`config.mk`:
```
export PLATFORM = sky130hd
export DESIGN_NAME = vga_palette_arbiter
export DESIGN_NICKNAME = d
export VERILOG_FILES = /design/src/rtl/vga_palette_arbiter.sv
export SDC_FILE = /design/constraint.sdc
export NUM_CORES = 1
export LEC_CHECK = 0
export BUFFER_PORTS_ARGS = -buffer_cell sky130_fd_sc_hd__buf_2
export CAP_MARGIN = 20
export CORE_MARGIN = 2
export CORE_UTILIZATION = 45
export CTS_CLUSTER_SIZE = 10
export DETAILED_ROUTE_END_ITERATION = 16
export HOLD_SLACK_MARGIN = 0.1
export PLACE_DENSITY = 0.69
export SYNTH_ARGS = -nofsm -noshare
export SYNTH_HDL_FRONTEND = slang
export SYNTH_SLANG_ARGS = --single-unit
```
`constraint.sdc`:
```
create_clock -name clk -period 3.7 [get_ports clk]
set_input_delay 0.185 -clock clk [delete_from_list [all_inputs] [get_ports clk]]
set_output_delay 0.185 -clock clk [all_outputs]
set_load 0.05 [all_outputs]
```
`src/rtl/vga_palette_arbiter.sv`:
```
// rtl/vga_palette_arbiter.sv - palette RAM arbiter: scan-out priority, buffered CPU writes, ordered CPU reads
module vga_palette_arbiter #(
  parameter int ADDR_W     = 6,
  parameter int DATA_W     = 8,
  parameter int FIFO_DEPTH = 4
) (
  input  logic              clk,
  input  logic              rst_n,
  input  logic              scan_active,
  input  logic [ADDR_W-1:0] scan_addr,
  output logic [DATA_W-1:0] scan_data,
  input  logic              vblank,
  input  logic              sync_mode,
  input  logic              cpu_wr_req,
  input  logic [ADDR_W-1:0] cpu_wr_addr,
  input  logic [DATA_W-1:0] cpu_wr_data,
  output logic              cpu_wr_ack,
  input  logic              cpu_rd_req,
  input  logic [ADDR_W-1:0] cpu_rd_addr,
  output logic [DATA_W-1:0] cpu_rd_data,
  output logic              cpu_rd_valid,
  output logic [2:0]        fifo_level,
  output logic              fifo_full,
  output logic              ram_en,
  output logic              ram_we,
  output logic [ADDR_W-1:0] ram_addr,
  output logic [DATA_W-1:0] ram_wdata,
  input  logic [DATA_W-1:0] ram_rdata
);

  localparam int PTR_W = $clog2(FIFO_DEPTH);

  typedef enum logic [1:0] {R_IDLE, R_WAIT, R_DONE} rd_state_t;

  rd_state_t         rd_state;
  logic [ADDR_W-1:0] fifo_addr [FIFO_DEPTH];
  logic [DATA_W-1:0] fifo_data [FIFO_DEPTH];
  logic [PTR_W-1:0]  wr_ptr;
  logic [PTR_W-1:0]  rd_ptr;
  logic [2:0]        level_next;
  logic              push;
  logic              pop;
  logic              rd_grant;
  logic              scan_pend;

  // A read waits for an empty FIFO so it always observes the newest buffered write.
  always_comb begin
    push     = rst_n & cpu_wr_req & ~fifo_full;
    rd_grant = rst_n & ~scan_active & (rd_state == R_IDLE) & cpu_rd_req & (fifo_level == 3'd0);
    pop      = rst_n & ~scan_active & ~rd_grant & (fifo_level != 3'd0) & (~sync_mode | vblank);
  end

  assign cpu_wr_ack = push;

  always_comb begin
    ram_en    = 1'b0;
    ram_we    = 1'b0;
    ram_addr  = '0;
    ram_wdata = '0;
    if (rst_n) begin
      if (scan_active) begin
        ram_en   = 1'b1;
        ram_addr = scan_addr;
      end else if (rd_grant) begin
        ram_en   = 1'b1;
        ram_addr = cpu_rd_addr;
      end else if (pop) begin
        ram_en    = 1'b1;
        ram_we    = 1'b1;
        ram_addr  = fifo_addr[rd_ptr];
        ram_wdata = fifo_data[rd_ptr];
      end
    end
  end

  always_comb begin
    case ({push, pop})
      2'b10:   level_next = fifo_level + 3'd1;
      2'b01:   level_next = fifo_level - 3'd1;
      default: level_next = fifo_level;
    endcase
  end

  always_ff @(posedge clk) begin
    if (push) begin
      fifo_addr[wr_ptr] <= cpu_wr_addr;
      fifo_data[wr_ptr] <= cpu_wr_data;
    end
  end

  always_ff @(posedge clk) begin
    if (!rst_n) begin
      wr_ptr       <= '0;
      rd_ptr       <= '0;
      fifo_level   <= 3'd0;
      fifo_full    <= 1'b0;
      scan_pend    <= 1'b0;
      scan_data    <= '0;
      rd_state     <= R_IDLE;
      cpu_rd_data  <= '0;
      cpu_rd_valid <= 1'b0;
    end else begin
      if (push) wr_ptr <= wr_ptr + 1'b1;
      if (pop)  rd_ptr <= rd_ptr + 1'b1;
      fifo_level <= level_next;
      fifo_full  <= (level_next == 3'(FIFO_DEPTH));

      // RAM returns data one cycle after the scan address; capture only real scan reads.
      scan_pend <= scan_active;
      if (scan_pend) scan_data <= ram_rdata;

      cpu_rd_valid <= 1'b0;
      case (rd_state)
        R_IDLE: if (rd_grant) rd_state <= R_WAIT;
        R_WAIT: begin
          cpu_rd_data  <= ram_rdata;
          cpu_rd_valid <= 1'b1;
          rd_state     <= R_DONE;
        end
        R_DONE:  rd_state <= R_IDLE;
        default: rd_state <= R_IDLE;
      endcase
    end
  end

endmodule

```
* Word-level counts from Yosys, hierarchy flattened
Memories as Yosys holds them, arrays and structs flattened. A register that Yosys moved wholly into a read port is not among the register bits.
Index checks and enable logic that the tools add are counted.
** Operators by class
- Bitwise operators :: 14
- Reductions and logical operators :: 3
- $add $sub $neg :: 4
- Equality and inequality tests :: 5
- Mux-type cells :: 25
** Operators by type and width (count)
- 8-bit 2-to-1 mux :: 4
- 6-bit 2-to-1 mux :: 4
- 1-bit 2-to-1 mux :: 10
- 2-bit 2-to-1 mux :: 5
- 1-bit bitwise AND :: 9
- 3-bit case mux with 2 select lines :: 1
- 2-bit by 1-bit adder with 2-bit output, second input constant :: 2
- 2-bit by 1-bit == test with 1-bit output, second input constant :: 2
- 1-bit NOT :: 4
- 2-bit case mux with 2 select lines :: 1
- 3-bit by 1-bit adder with 3-bit output, second input constant :: 1
- 3-bit == test, second input constant :: 1
- 3-bit zero test :: 1
- 3-bit nonzero test :: 1
- 3-bit by 1-bit subtractor with 3-bit output, second input constant :: 1
- 2-bit == test, second input constant :: 1
- 2-bit zero test :: 1
- 2-bit inequality test, second input constant :: 1
- 1-bit bitwise OR :: 1
** Word-level totals
- Input bits :: 41
- Output and inout port bits :: 38
- Memory bits (writable) :: 56
- Flip-flop bits (word level) :: 28
- Logic and storage cells :: 62
- Memories :: 2
** Memory list
- fifo_data :: words 4, width 8, rd ports 1, clocked after memory_dff 1, write ports 1, RTL line 37 : logic [DATA_W-1:0] fifo_data [FIFO_DEPTH];
- fifo_addr :: words 4, width 6, rd ports 1, clocked after memory_dff 1, write ports 1, RTL line 36 : logic [ADDR_W-1:0] fifo_addr [FIFO_DEPTH];

* Logic depth before layout (Yosys ltp)
Gate-level depths: netlist of run 1.
- Depth in word-level cells :: 13
- Depth in mapped cells :: 8
- Gate-level depth less buffers :: 7

* Least setup slack after synthesis of run 1
No wires, ideal clock.
- Path type :: reg2reg
- Start point :: register fifo_full
- End point :: register fifo_full
- Path slack :: 915 ps
- Buffers on the path :: 1
- Required time :: 3614 ps
- Arrival time :: 2700 ps
- Cell stages (with the launch flop) :: 9
- Period minus slack after synthesis :: 2785 ps
- Setup time :: 86 ps
- Cells stage by stage :: dfxtp_1 -> and3b_1 -> clkbuf_1 -> inv_1 -> ha_1 -> fa_1 -> xnor2_1 -> or3_1 -> a211oi_1
** On the way
- Word-level cells in the longest chain between the ends :: 5
- Elaborated cells between the ends (all ways) :: 6
- Those cells by class :: 3 x eq/ne; 1 x mux; 2 x bitwise
** RTL lines
- from (decl) :: RTL line 23 : output logic fifo_full,
- from (signal assigned) :: RTL line 106 : fifo_full <= (level_next == 3'(FIFO_DEPTH));
- 1-bit NOT (*) :: RTL line 48 : push = rst_n & cpu_wr_req & ~fifo_full;
- 1-bit bitwise AND (*) :: RTL line 48
- net cpu_wr_ack :: RTL line 17 : output logic cpu_wr_ack,
- 2-bit by 1-bit == test with 1-bit output or 2-bit == test (tied branches) :: RTL line 77 : case ({push, pop})
- 3-bit case mux with 2 select lines (*) :: RTL line 77
- 3-bit == test (*) :: RTL line 106
Mark *: on every way through the listed nets, which the timed path passes. The rest lies on a longest branch.
A chain may end at the register's enable or synchronous reset.

* Worst setup path after layout of run 1
- Start point :: register fifo_level[0]
- End point :: register fifo_full
** On the way
- Word-level cells in the longest chain between the ends :: 9
- Elaborated cells between the ends (all ways) :: 13
- Those cells by class :: 2 x add/sub; 3 x eq/ne; 1 x mux; 5 x bitwise; 2 x reduce/logical
** RTL lines
- from (decl) :: RTL line 22 : output logic [2:0] fifo_level,
- from (signal assigned) :: RTL line 105 : fifo_level <= level_next;
- 3-bit zero test :: RTL line 49 : rd_grant = rst_n & ~scan_active & (rd_state == R_IDLE) & cpu_rd_req & (fifo_level == 3'd0);
- 1-bit bitwise AND :: RTL line 49
- 1-bit NOT :: RTL line 50 : pop = rst_n & ~scan_active & ~rd_grant & (fifo_level != 3'd0) & (~sync_mode | vblank);
- 1-bit bitwise AND (3 in a row) :: RTL line 50
- 2-bit by 1-bit == test with 1-bit output or 2-bit == test (tied branches) :: RTL line 77
- 3-bit case mux with 2 select lines (*) :: RTL line 77
- 3-bit == test (*) :: RTL line 106
Every way passes the cells marked *; elsewhere a longest branch is shown, timed or not.

==> impl_metrics.json, run 1 <==
{
  "synthMuxAreaShare_pct": 12.09,
  "die_w_um": 91.37,
  "synth_nets": 287,
  "post-route-util_pct": 58.41,
  "synthXorXnorAreaFrac_pct": 0.7650,
  "wire_per_inst_um": 15.28,
  "grt-ovfl-total": 0,
  "areaGrowthSynthToFinish_pct": 24.66,
  "drt-initial-drc-count": 67,
  "drtAntennaViolNets": 0,
  "cts-root-buf": "clkbuf_8",
  "synth_top_family_by_area": "multiplexers",
  "antenna_found_initial": 0,
  "die_area_mm2": 0.008348,
  "fillers": 590,
  "synthSimpleGateAreaFrac_pct": 11.69,
  "finalSetupViolations": 0,
  "ioPinCount": 79,
  "grt_max_degree": 27,
  "clk_path_buf_depth": 2,
  "yosys-top-cells-area": "edfxtp_1, dfxtp_1, mux4_2",
  "slowest_delay_ps": 500,
  "via_per_inst": 4.838,
  "seqCellArea_mm2": 0.002282,
  "maxCapViolCount": 0,
  "p_sw_share_pct": 27.04,
  "io_buffer_count": 78,
  "tightest_slew_ps": 766.6,
  "crit_path_cell_trace": "nor3_1 > buf_4 > nor3_2 > ha_1 > fa_1 > xnor2_1 > or3_1 > a211oi_1",
  "cp_data_arrival_time_ps": 2740,
  "slew_violations": 0,
  "hold_class": "in2reg",
  "clk_latency_ps": 350,
  "r2r_slack_ps": 1210,
  "yosysTopAreaCellShare_pct": 48.96,
  "dr.pass1.iters": 4,
  "cts_sinks": 86,
  "powerDensity_mw_per_mm2": 445.4,
  "post-cts-setup-buffers": 0,
  "netlist_instances": 240,
  "synth_top_area_cell": "edfxtp_1",
  "period_minus_slack_ps": 2492,
  "routabilityCongestion": 0.7882,
  "cp.required_ps": 3950,
  "finalCritPeriodShare_pct": 67.35,
  "synthTopCellsByCount": "edfxtp_1, dfxtp_1, nand2_1",
  "hold_buffers": 22,
  "cts_resized": 0,
  "worst_setup_hold_path_clk_slew_ps": 80,
  "fmax_ghz": 0.4013,
  "multi_input_area_mm2": 0.001070,
  "drc_errors": 0,
  "initial_utilization_pct": 46.85,
  "pwr-share-clk_pct": 29.6,
  "diodes": 0,
  "synthAdderAreaFrac_pct": 2.404,
  "nets": 387,
  "clock_skew_ps": 5.631,
  "synth_compound_area_share_pct": 4.189,
  "postSynthAreaPerCell_um2": 14.31,
  "ys_seq_area_share_pct": 66.45,
  "critPathSlowestCell": "nor3_2",
  "synth-main-ff-cell": "edfxtp_1",
  "yosysWarnings": 0,
  "p_int_mw": 1.391,
  "ys_types": 34,
  "rows": 31,
  "synth_area_mm2": 0.003435,
  "end_kind": "flop",
  "cts-buffers-inserted": 9,
  "grt_pass1_wl_um": 10800,
  "p_leak_nw": 1.654,
  "h-tree-depth": 3,
  "cp_max_fo": 11,
  "startpoint_type": "flop",
  "p_seq_share_pct": 56.2,
  "grt_usage_pct": 17.09,
  "whs_ps": 143.7,
  "drive_gt1_share_pct": 31.59,
  "switching_power_mw": 0.5156,
  "slew_headroom_pct": 48.89,
  "power_frac_comb_pct": 14.2,
  "vdd_drop_max_uv": 277.1,
  "core_area_mm2": 0.007331,
  "async_reset_ff_share_pct": 0,
  "critPathKind": "reg2reg",
  "cts_tree": "built",
  "rsz0062_at_grt": "false",
  "wl_um": 6784,
  "hold_viol": 0,
  "vias": 2148,
  "status": "finished clean",
  "synth.ff_latch_count": 86,
  "dieHeight_um": 91.37,
  "dp_hpwl_um": 4523,
  "synth_edf_count": 56,
  "yosysMostFrequentCell": "edfxtp_1",
  "grt_pass1_vias": 2204,
  "tns_ps": 0
}
==> routing by layer <==
layer	vias to the layer above	GRT usage [%]	routed length, um
met3	8	3.734	344
met4	0	7.197	88
met2	72	28.64	3200
met1	987	21.48	3150
li1	1081	-	-
met5	-	0	0
==> power groups by stage <==
stage	combinational [mW]	clock, mW	sequential (mW)
after global routing	0.294	0.618	1.08
after global placement	0.251	0	1.09
after detailed placement	0.255	0	1.09
after floorplan	0.151	0	1.13
after CTS	0.273	0.577	1.07
final	0.271	0.564	1.07
==> critical path: cells and delay by family (launching register included) <==
| family | cells | cell delay [ps] |
|---|---|---|
| XOR/XNOR | 1 | 70 |
| buffers and inverters | 1 | 180 |
| AND/OR/NAND/NOR | 3 | 920 |
| adder cells (fa/ha/maj) | 2 | 500 |
| AO/OA/AOI/OAI | 1 | 230 |
| flip-flops | 1 | 470 |
==> final cells by class <==
type,instances,share of cell area [%]
tap,99,2.893
sequential,86,53.30
clock inverter,7,0.9643
multi-input combinational,137,24.99
timing repair buffer,102,14.61
clock buffer,9,2.893
inverter,4,0.3507
==> registers in the layout (all words and copies together) (netlist names), named ones only <==
register      count
fifo_data        32
fifo_addr        24
cpu_rd_data       8
scan_data         8
fifo_level        3
rd_ptr            2
rd_state          2
wr_ptr            2
cpu_rd_valid      1
fifo_full         1
scan_pend         1
==> path summary, 6_finish.rpt <==
| path | from | to | depth (start not counted) |
|---|---|---|---|
| max reg2reg | fifo_level[0] | fifo_full | 8 |
| min reg2reg | cpu_rd_data[3] | cpu_rd_data[3] | 2 |
| min | cpu_rd_req | rd_state[0] | 2 |
| max | fifo_level[0] | fifo_full | 8 |
==> kinds of logic after synthesis <==
| logic type | after synthesis |
|---|---|
| compound gates | 23 |
| xor+xnor | 3 |
| fa+ha+maj | 6 |
| buf+inv | 17 |
| flops | 86 |
| mux | 24 |
| simple gates | 81 |
==> through the flow <==
stage                     worst slack, ps  total power, mW  instances  instance area, um2
after floorplan                     914.9            1.278        240                3435
after global placement               1267            1.344        406                3896
after detailed placement             1178            1.349        406                3896
after CTS                            1151            1.923        444                4282
after global routing                950.7            1.988        444                4282
final                                1208            1.907        444                4282
==> cells in the final DEF, fill, tap and decap left out, drive strengths merged <==
cell	n
nand3	1
or4	1
clkinv	7
xnor2	2
mux2i	10
or3	2
fa	1
o31a	1
ha	5
and4	1
nor2	16
clkbuf	9
nor2b	3
nand2	30
mux4	14
inv	3
buf	80
nand2b	3
xor2	1
dfxtp	30
a22oi	1
nor3	3
edfxtp	56
and3b	1
o21ai	1
dlygate4sd3	22
a21oi	11
nand4	7
o31ai	2
and2	13
clkinvlp	1
o211ai	6
a211oi	1
Note: power is estimated with default switching activity, not from simulation.
==> inputs of run 2 (changes only) <==
--- a/config.mk
+++ b/config.mk
@@ -5,6 +5,7 @@
 export SDC_FILE = /design/constraint.sdc
 export NUM_CORES = 1
 export LEC_CHECK = 0
+export ABC_AREA = 1
 export BUFFER_PORTS_ARGS = -buffer_cell sky130_fd_sc_hd__buf_2
 export CAP_MARGIN = 20
 export CORE_MARGIN = 2
@@ -12,7 +13,7 @@
 export CTS_CLUSTER_SIZE = 10
 export DETAILED_ROUTE_END_ITERATION = 16
 export HOLD_SLACK_MARGIN = 0.1
-export PLACE_DENSITY = 0.69
+export PLACE_DENSITY = 0.71
 export SYNTH_ARGS = -nofsm -noshare
 export SYNTH_HDL_FRONTEND = slang
 export SYNTH_SLANG_ARGS = --single-unit
==> constraint.sdc (replaced) <==
create_clock -name clk -period 2.1 [get_ports clk]
set_input_delay 0.105 -clock clk [delete_from_list [all_inputs] [get_ports clk]]
set_output_delay 0.105 -clock clk [all_outputs]
set_load 0.05 [all_outputs]
==> impl_metrics.json, run 2 <==
{
  "rows": 32,
  "tightest_slew_ps": 539.3,
  "cp_max_fo": 8,
  "synth_area_mm2": 0.003573,
  "synth_nets": 418,
  "powerDensity_mw_per_mm2": 798.1,
  "placed_area_mm2": 0.004088,
  "yosysMostFrequentCell": "nor2_1",
  "netlist_instances": 371,
  "crit_buf_inv": 4,
  "drtAntennaViolNets": 0,
  "postSynthAreaPerCell_um2": 9.632,
  "wire_per_inst_um": 12.96,
  "slew_headroom_pct": 64.01,
  "grt_max_degree": 29,
  "die_w_um": 93.11,
  "clk_latency_ps": 340,
  "dieHeight_um": 93.11,
  "crit_family": "buffers and inverters",
  "p_leak_nw": 2.062,
  "whs_ps": 150.5,
  "end_kind": "flop",
  "pwr-share-clk_pct": 33.3,
  "switching_power_mw": 0.9638,
  "slew_violations": 0,
  "cp.required_ps": 2380,
  "hold_path_depth": 3,
  "hold_class": "in2reg",
  "drc_errors": 0,
  "grt-busiest-layer": "met2",
  "reg2reg_from": "fifo_level[1]",
  "critPathKind": "in2reg",
  "nets": 527,
  "die_area_mm2": 0.008669,
  "gr-usage-met2_pct": 34.00,
  "cp_data_arrival_time_ps": 2210,
  "whs_endpoint": "scan_pend",
  "drt-initial-drc-count": 112,
  "cts_sinks": 86,
  "grt_usage_pct": 18.63,
  "finalSetupViolations": 0,
  "cts-buffers-inserted": 9,
  "design_area_mm2": 0.004548,
  "vias": 2819,
  "synth-main-ff-cell": "edfxtp_1",
  "maxCapViolCount": 0,
  "yosysTopAreaCellShare_pct": 47.06,
  "dp_hpwl_um": 5068,
  "fmax_ghz": 0.5184,
  "yosys-top-cells-area": "edfxtp_1, dfxtp_1, nor2_1",
  "grt_pass1_vias": 2784,
  "top_register": "fifo_data",
  "mostFrequentLayoutCells": "nor2_1, buf_2, nand2_1",
  "critPathSlowestCell": "dlygate4sd3_1",
  "startpoint_type": "input pin",
  "min_from": "scan_active",
  "slowest_delay_ps": 520,
  "largest_register_ffs": 32,
  "initial_utilization_pct": 46.24,
  "via_per_inst": 4.802,
  "diodes": 0,
  "ioPinCount": 79,
  "rr_worst_depth": 9,
  "met3_usage_pct": 4.110,
  "layout_commonest_cell": "nor2_1",
  "core_area_mm2": 0.007727,
  "post-route-util_pct": 58.86,
  "r2r_end": "fifo_full",
  "grt-ovfl-total": 0,
  "hold_viol": 0,
  "ys_seq_area_share_pct": 63.87,
  "grt_pass1_wl_um": 12390,
  "dr.pass1.iters": 4,
  "finalPower_mw": 3.630,
  "met1_usage_pct": 21.08,
  "period_minus_slack_ps": 1929,
  "power_frac_comb_pct": 14.4,
  "r2r_slack_ps": 240,
  "finalCritPeriodShare_pct": 91.85,
  "synth_top_area_cell": "edfxtp_1",
  "clock_skew_ps": 6.721,
  "worst_setup_hold_path_clk_slew_ps": 80,
  "rsz0062_at_grt": "false",
  "antenna_found_initial": 0,
  "ys_types": 23,
  "routabilityCongestion": 0.7831,
  "h-tree-depth": 3,
  "tns_ps": 0,
  "crit_path_cell_trace": "dlygate4sd3_1 > buf_2 > inv_2 > nor2_4 > nand3_2 > inv_4 > ha_2 > fa_1 > mux2i_1 > nand2_1 > nor2_1",
  "io_buffer_count": 78,
  "async_reset_ff_share_pct": 0,
  "areaGrowthSynthToFinish_pct": 27.28,
  "drive_gt1_share_pct": 23.51,
  "synth_edf_count": 56,
  "synth.ff_latch_count": 86,
  "cts-root-buf": "clkbuf_8",
  "p_sw_share_pct": 26.55,
  "p_int_mw": 2.666,
  "synthTopCellsByCount": "nor2_1, nand2_1, edfxtp_1",
  "clk_path_buf_depth": 2,
  "cts_tree": "built",
  "yosysWarnings": 0,
  "wl_um": 7609,
  "largestRegisters": "fifo_data (32), fifo_addr (24)",
  "p_seq_share_pct": 52.2,
  "status": "finished clean",
  "vdd_drop_max_uv": 482.6
}
-- run 2: metrics by stage --
stage,worst slack (ps),cells
3_3_place_gp,317.7,548
2_1_floorplan,3.694,371
3_5_place_dp,205.2,548
5_1_grt,33.82,587
6_report,171.2,587
4_1_cts,34.03,587
-- run 2: cells by family (layout without fill, tap and decap cells) --
| group | count (synthesis) | in the layout | share of synthesized area (%) |
|---|---|---|---|
| compound gates | 45 | 45 | 6.302 |
| xor+xnor | 1 | 1 | 0.2451 |
| fa+ha+maj | 6 | 6 | 2.311 |
| buf+inv | 51 | 165 | 6.197 |
| flops | 86 | 86 | 63.87 |
| mux | 1 | 1 | 0.2801 |
| simple gates | 181 | 181 | 20.80 |
-- run 2: worst max path at each step --
stage,startpoint,to,cells past startpoint
floorplan,fifo_full,fifo_full,8
global placement,fifo_level[1],fifo_full,12
detailed placement,fifo_level[1],fifo_full,9
CTS,flop,ram_wdata[0],6
global route,flop,ram_addr[0],8
finish,rst_n,fifo_full,11
-- run 2: timing repair --
item                                   in CTS  in global routing
endpoints found under the hold margin      74                  0
resized for setup                           0                  3
setup buffers                               0                  0
setup endpoints to repair                   0                 12
hold buffers                               23                  0
-- run 2: layout make-up --
cell class,count,area [um2]
fill,680,3179
timing repair buffer,109,680.7
clock inverter,4,25.02
sequential,86,2286
tap,102,127.6
inverter,40,152.6
clock buffer,12,198.9
multi-input combinational,234,1077
-- run 2: per-layer routing --
layer / vias up / part of all wire [%]
met2: 79 / 51
li1: 1419 / -
met1: 1315 / 44
met3: 6 / 4.5
met4: 0 / 1.1
met5: - / 0
-- run 2: power groups by stage --
stage	Combinational (mW)	Clock [mW]	Sequential (mW)
5_1_grt	0.570	1.30	1.90
4_1_cts	0.527	1.24	1.90
2_1_floorplan	0.260	0	2.02
6_report	0.524	1.21	1.90
3_3_place_gp	0.482	0	1.93
3_5_place_dp	0.492	0	1.93
-- run 2: tightest hold or removal path: stages --
cell and delay, ps:
buf_2 130, nand2_1 60, inv_1 120
==> inputs of run 3 (changes only) <==
--- a/config.mk
+++ b/config.mk
@@ -6,7 +6,7 @@
 export NUM_CORES = 1
 export LEC_CHECK = 0
 export ABC_AREA = 1
-export BUFFER_PORTS_ARGS = -buffer_cell sky130_fd_sc_hd__buf_2
+export BUFFER_PORTS_ARGS = -buffer_cell sky130_fd_sc_hd__buf_4
 export CAP_MARGIN = 20
 export CORE_MARGIN = 2
 export CORE_UTILIZATION = 45
@@ -14,6 +14,7 @@
 export DETAILED_ROUTE_END_ITERATION = 16
 export HOLD_SLACK_MARGIN = 0.1
 export PLACE_DENSITY = 0.71
+export SLEW_MARGIN = 10
 export SYNTH_ARGS = -nofsm -noshare
 export SYNTH_HDL_FRONTEND = slang
 export SYNTH_SLANG_ARGS = --single-unit
==> constraint.sdc (replaced) <==
create_clock -name clk -period 2.1 [get_ports clk]
set_input_delay 0.105 -clock clk [delete_from_list [all_inputs] [get_ports clk]]
set_output_delay 0.105 -clock clk [all_outputs]
set_load 0.01 [all_outputs]
==> impl_metrics.json, run 3 (synthesized netlist as in run 2, its figures left out) <==
{
  "whs_ps": 125.2,
  "status": "finished clean",
  "routabilityCongestion": 0.8111,
  "fmax_ghz": 0.5221,
  "grt-ovfl-total": 0,
  "drc_errors": 0,
  "hold_class": "in2reg",
  "p_leak_nw": 2.092,
  "fillers": 629,
  "vias": 2831,
  "finalCritPeriodShare_pct": 91.20,
  "route.met2.wl_um": 4095,
  "powerDensity_mw_per_mm2": 754.3,
  "dieHeight_um": 93.11,
  "clk_latency_ps": 350,
  "critPathKind": "in2reg",
  "vdd_drop_max_uv": 423.8,
  "dp_hpwl_um": 5320,
  "largestRegisters": "fifo_data (32), fifo_addr (24)",
  "top_register": "fifo_data",
  "diodes": 0,
  "ioPinCount": 79,
  "areaGrowthSynthToFinish_pct": 32.63,
  "r2r_slack_ps": 220,
  "nets": 528,
  "mostFrequentLayoutCells": "buf_4, nor2_1, nand2_1",
  "finalSetupViolations": 0,
  "slew_headroom_pct": 65.63,
  "startpoint_type": "input pin",
  "die_w_um": 93.11,
  "tightest_slew_ps": 515.0,
  "via_per_inst": 4.815,
  "h-tree-depth": 3,
  "tns_ps": 0,
  "die_area_mm2": 0.008669,
  "period_minus_slack_ps": 1915,
  "worst_setup_hold_path_clk_slew_ps": 90,
  "grt_pass1_wl_um": 12840,
  "rows": 32,
  "rsz0062_at_grt": "false",
  "post-route-util_pct": 61.33,
  "end_kind": "flop",
  "cts-root-buf": "clkbuf_8",
  "drtAntennaViolNets": 0,
  "antenna_found_initial": 0,
  "drive_gt1_share_pct": 23.87,
  "core_area_mm2": 0.007727,
  "wire_per_inst_um": 13.45,
  "initial_utilization_pct": 46.24,
  "largest_register_ffs": 32,
  "topRoutingLayerUsed": "met4",
  "grt_pass1_vias": 2760,
  "placed_area_mm2": 0.004283,
  "clock_skew_ps": 13.79,
  "wl_um": 7906,
  "layout_commonest_cell": "buf_4",
  "cts-buffers-inserted": 9,
  "design_area_mm2": 0.004740,
  "hold_viol": 0,
  "cp_max_fo": 8,
  "cp_data_arrival_time_ps": 2210,
  "dp_slack_ps": 148.9,
  "m1WireLength_um": 3352,
  "maxCapViolCount": 0,
  "drt-initial-drc-count": 115,
  "clk_path_buf_depth": 2,
  "grt_max_degree": 29,
  "setup_ws_ps": 184.7,
  "cts_sinks": 86,
  "dr.pass1.iters": 4,
  "slew_violations": 0,
  "cts_tree": "built",
  "cp.required_ps": 2390,
  "met3_length_um": 356,
  "grt_usage_pct": 19.24,
  "io_buffer_count": 78
}
[run 3: cell count changes in the layout (fill, tap and decap cells not counted), sizes merged]
cell	delta
buf	+1
bufinv	+2
clkbuf	-1
clkinv	-1
clkinvlp	+1
inv	-1
[run 3: through the flow]
step,instances,total power [mW]
6_report,588,3.575
5_1_grt,588,3.720
2_1_floorplan,371,2.139
3_5_place_dp,549,2.337
4_1_cts,588,3.595
3_3_place_gp,549,2.321
[run 3: path summary, 6_finish.rpt]
| kind | start | to | cells after the start |
|---|---|---|---|
| setup / recovery | rst_n | fifo_full | 11 |
| hold / removal | scan_active | rd_state[0] | 4 |
| setup reg to reg | fifo_level[2] | fifo_full | 9 |
| hold reg to reg | cpu_rd_data[0] | cpu_rd_data[0] | 2 |
[run 3: worst max-delay path: stages]
cell and delay, ps:
dlygate4sd3_1 530, buf_4 150, inv_4 60, nor2_4 100, nand3_2 90, inv_2 140
ha_1 230, fa_1 430, mux2i_1 180, nand2_1 80, nor2_1 110
[run 3: area by class of cell]
class	instances	area (um2)	area share [%]
flip-flops and latches	86	2286	48.23
multi-input cells	234	1077	22.73
repair buffers	110	883.3	18.64
inverters	40	152.6	3.221
clock buffers	11	131.4	2.772
well taps	102	127.6	2.693
clock inverters	5	81.33	1.716
[run 3: where the power goes]
part	switching (mW)	internal (mW)	leakage, nW	total (mW)
Combinational	0.232	0.206	1.23	0.438
Sequential	0.0367	1.86	0.755	1.90
Clock	0.564	0.673	0.104	1.24
[run 3: repair_timing]
| action | CTS | global route |
|---|---|---|
| endpoints found under the hold margin | 78 | 0 |
| setup buffers | 0 | 0 |
| endpoints found under the setup margin | 0 | 6 |
| resized for setup | 0 | 7 |
| hold buffers | 23 | 0 |
[run 3: routing by layer]
metal / track usage, % / vias up
met5: 0 / -
met4: 6.618 / 0
met3: 4.915 / 11
met2: 34.24 / 77
met1: 22.57 / 1327
li1: - / 1416
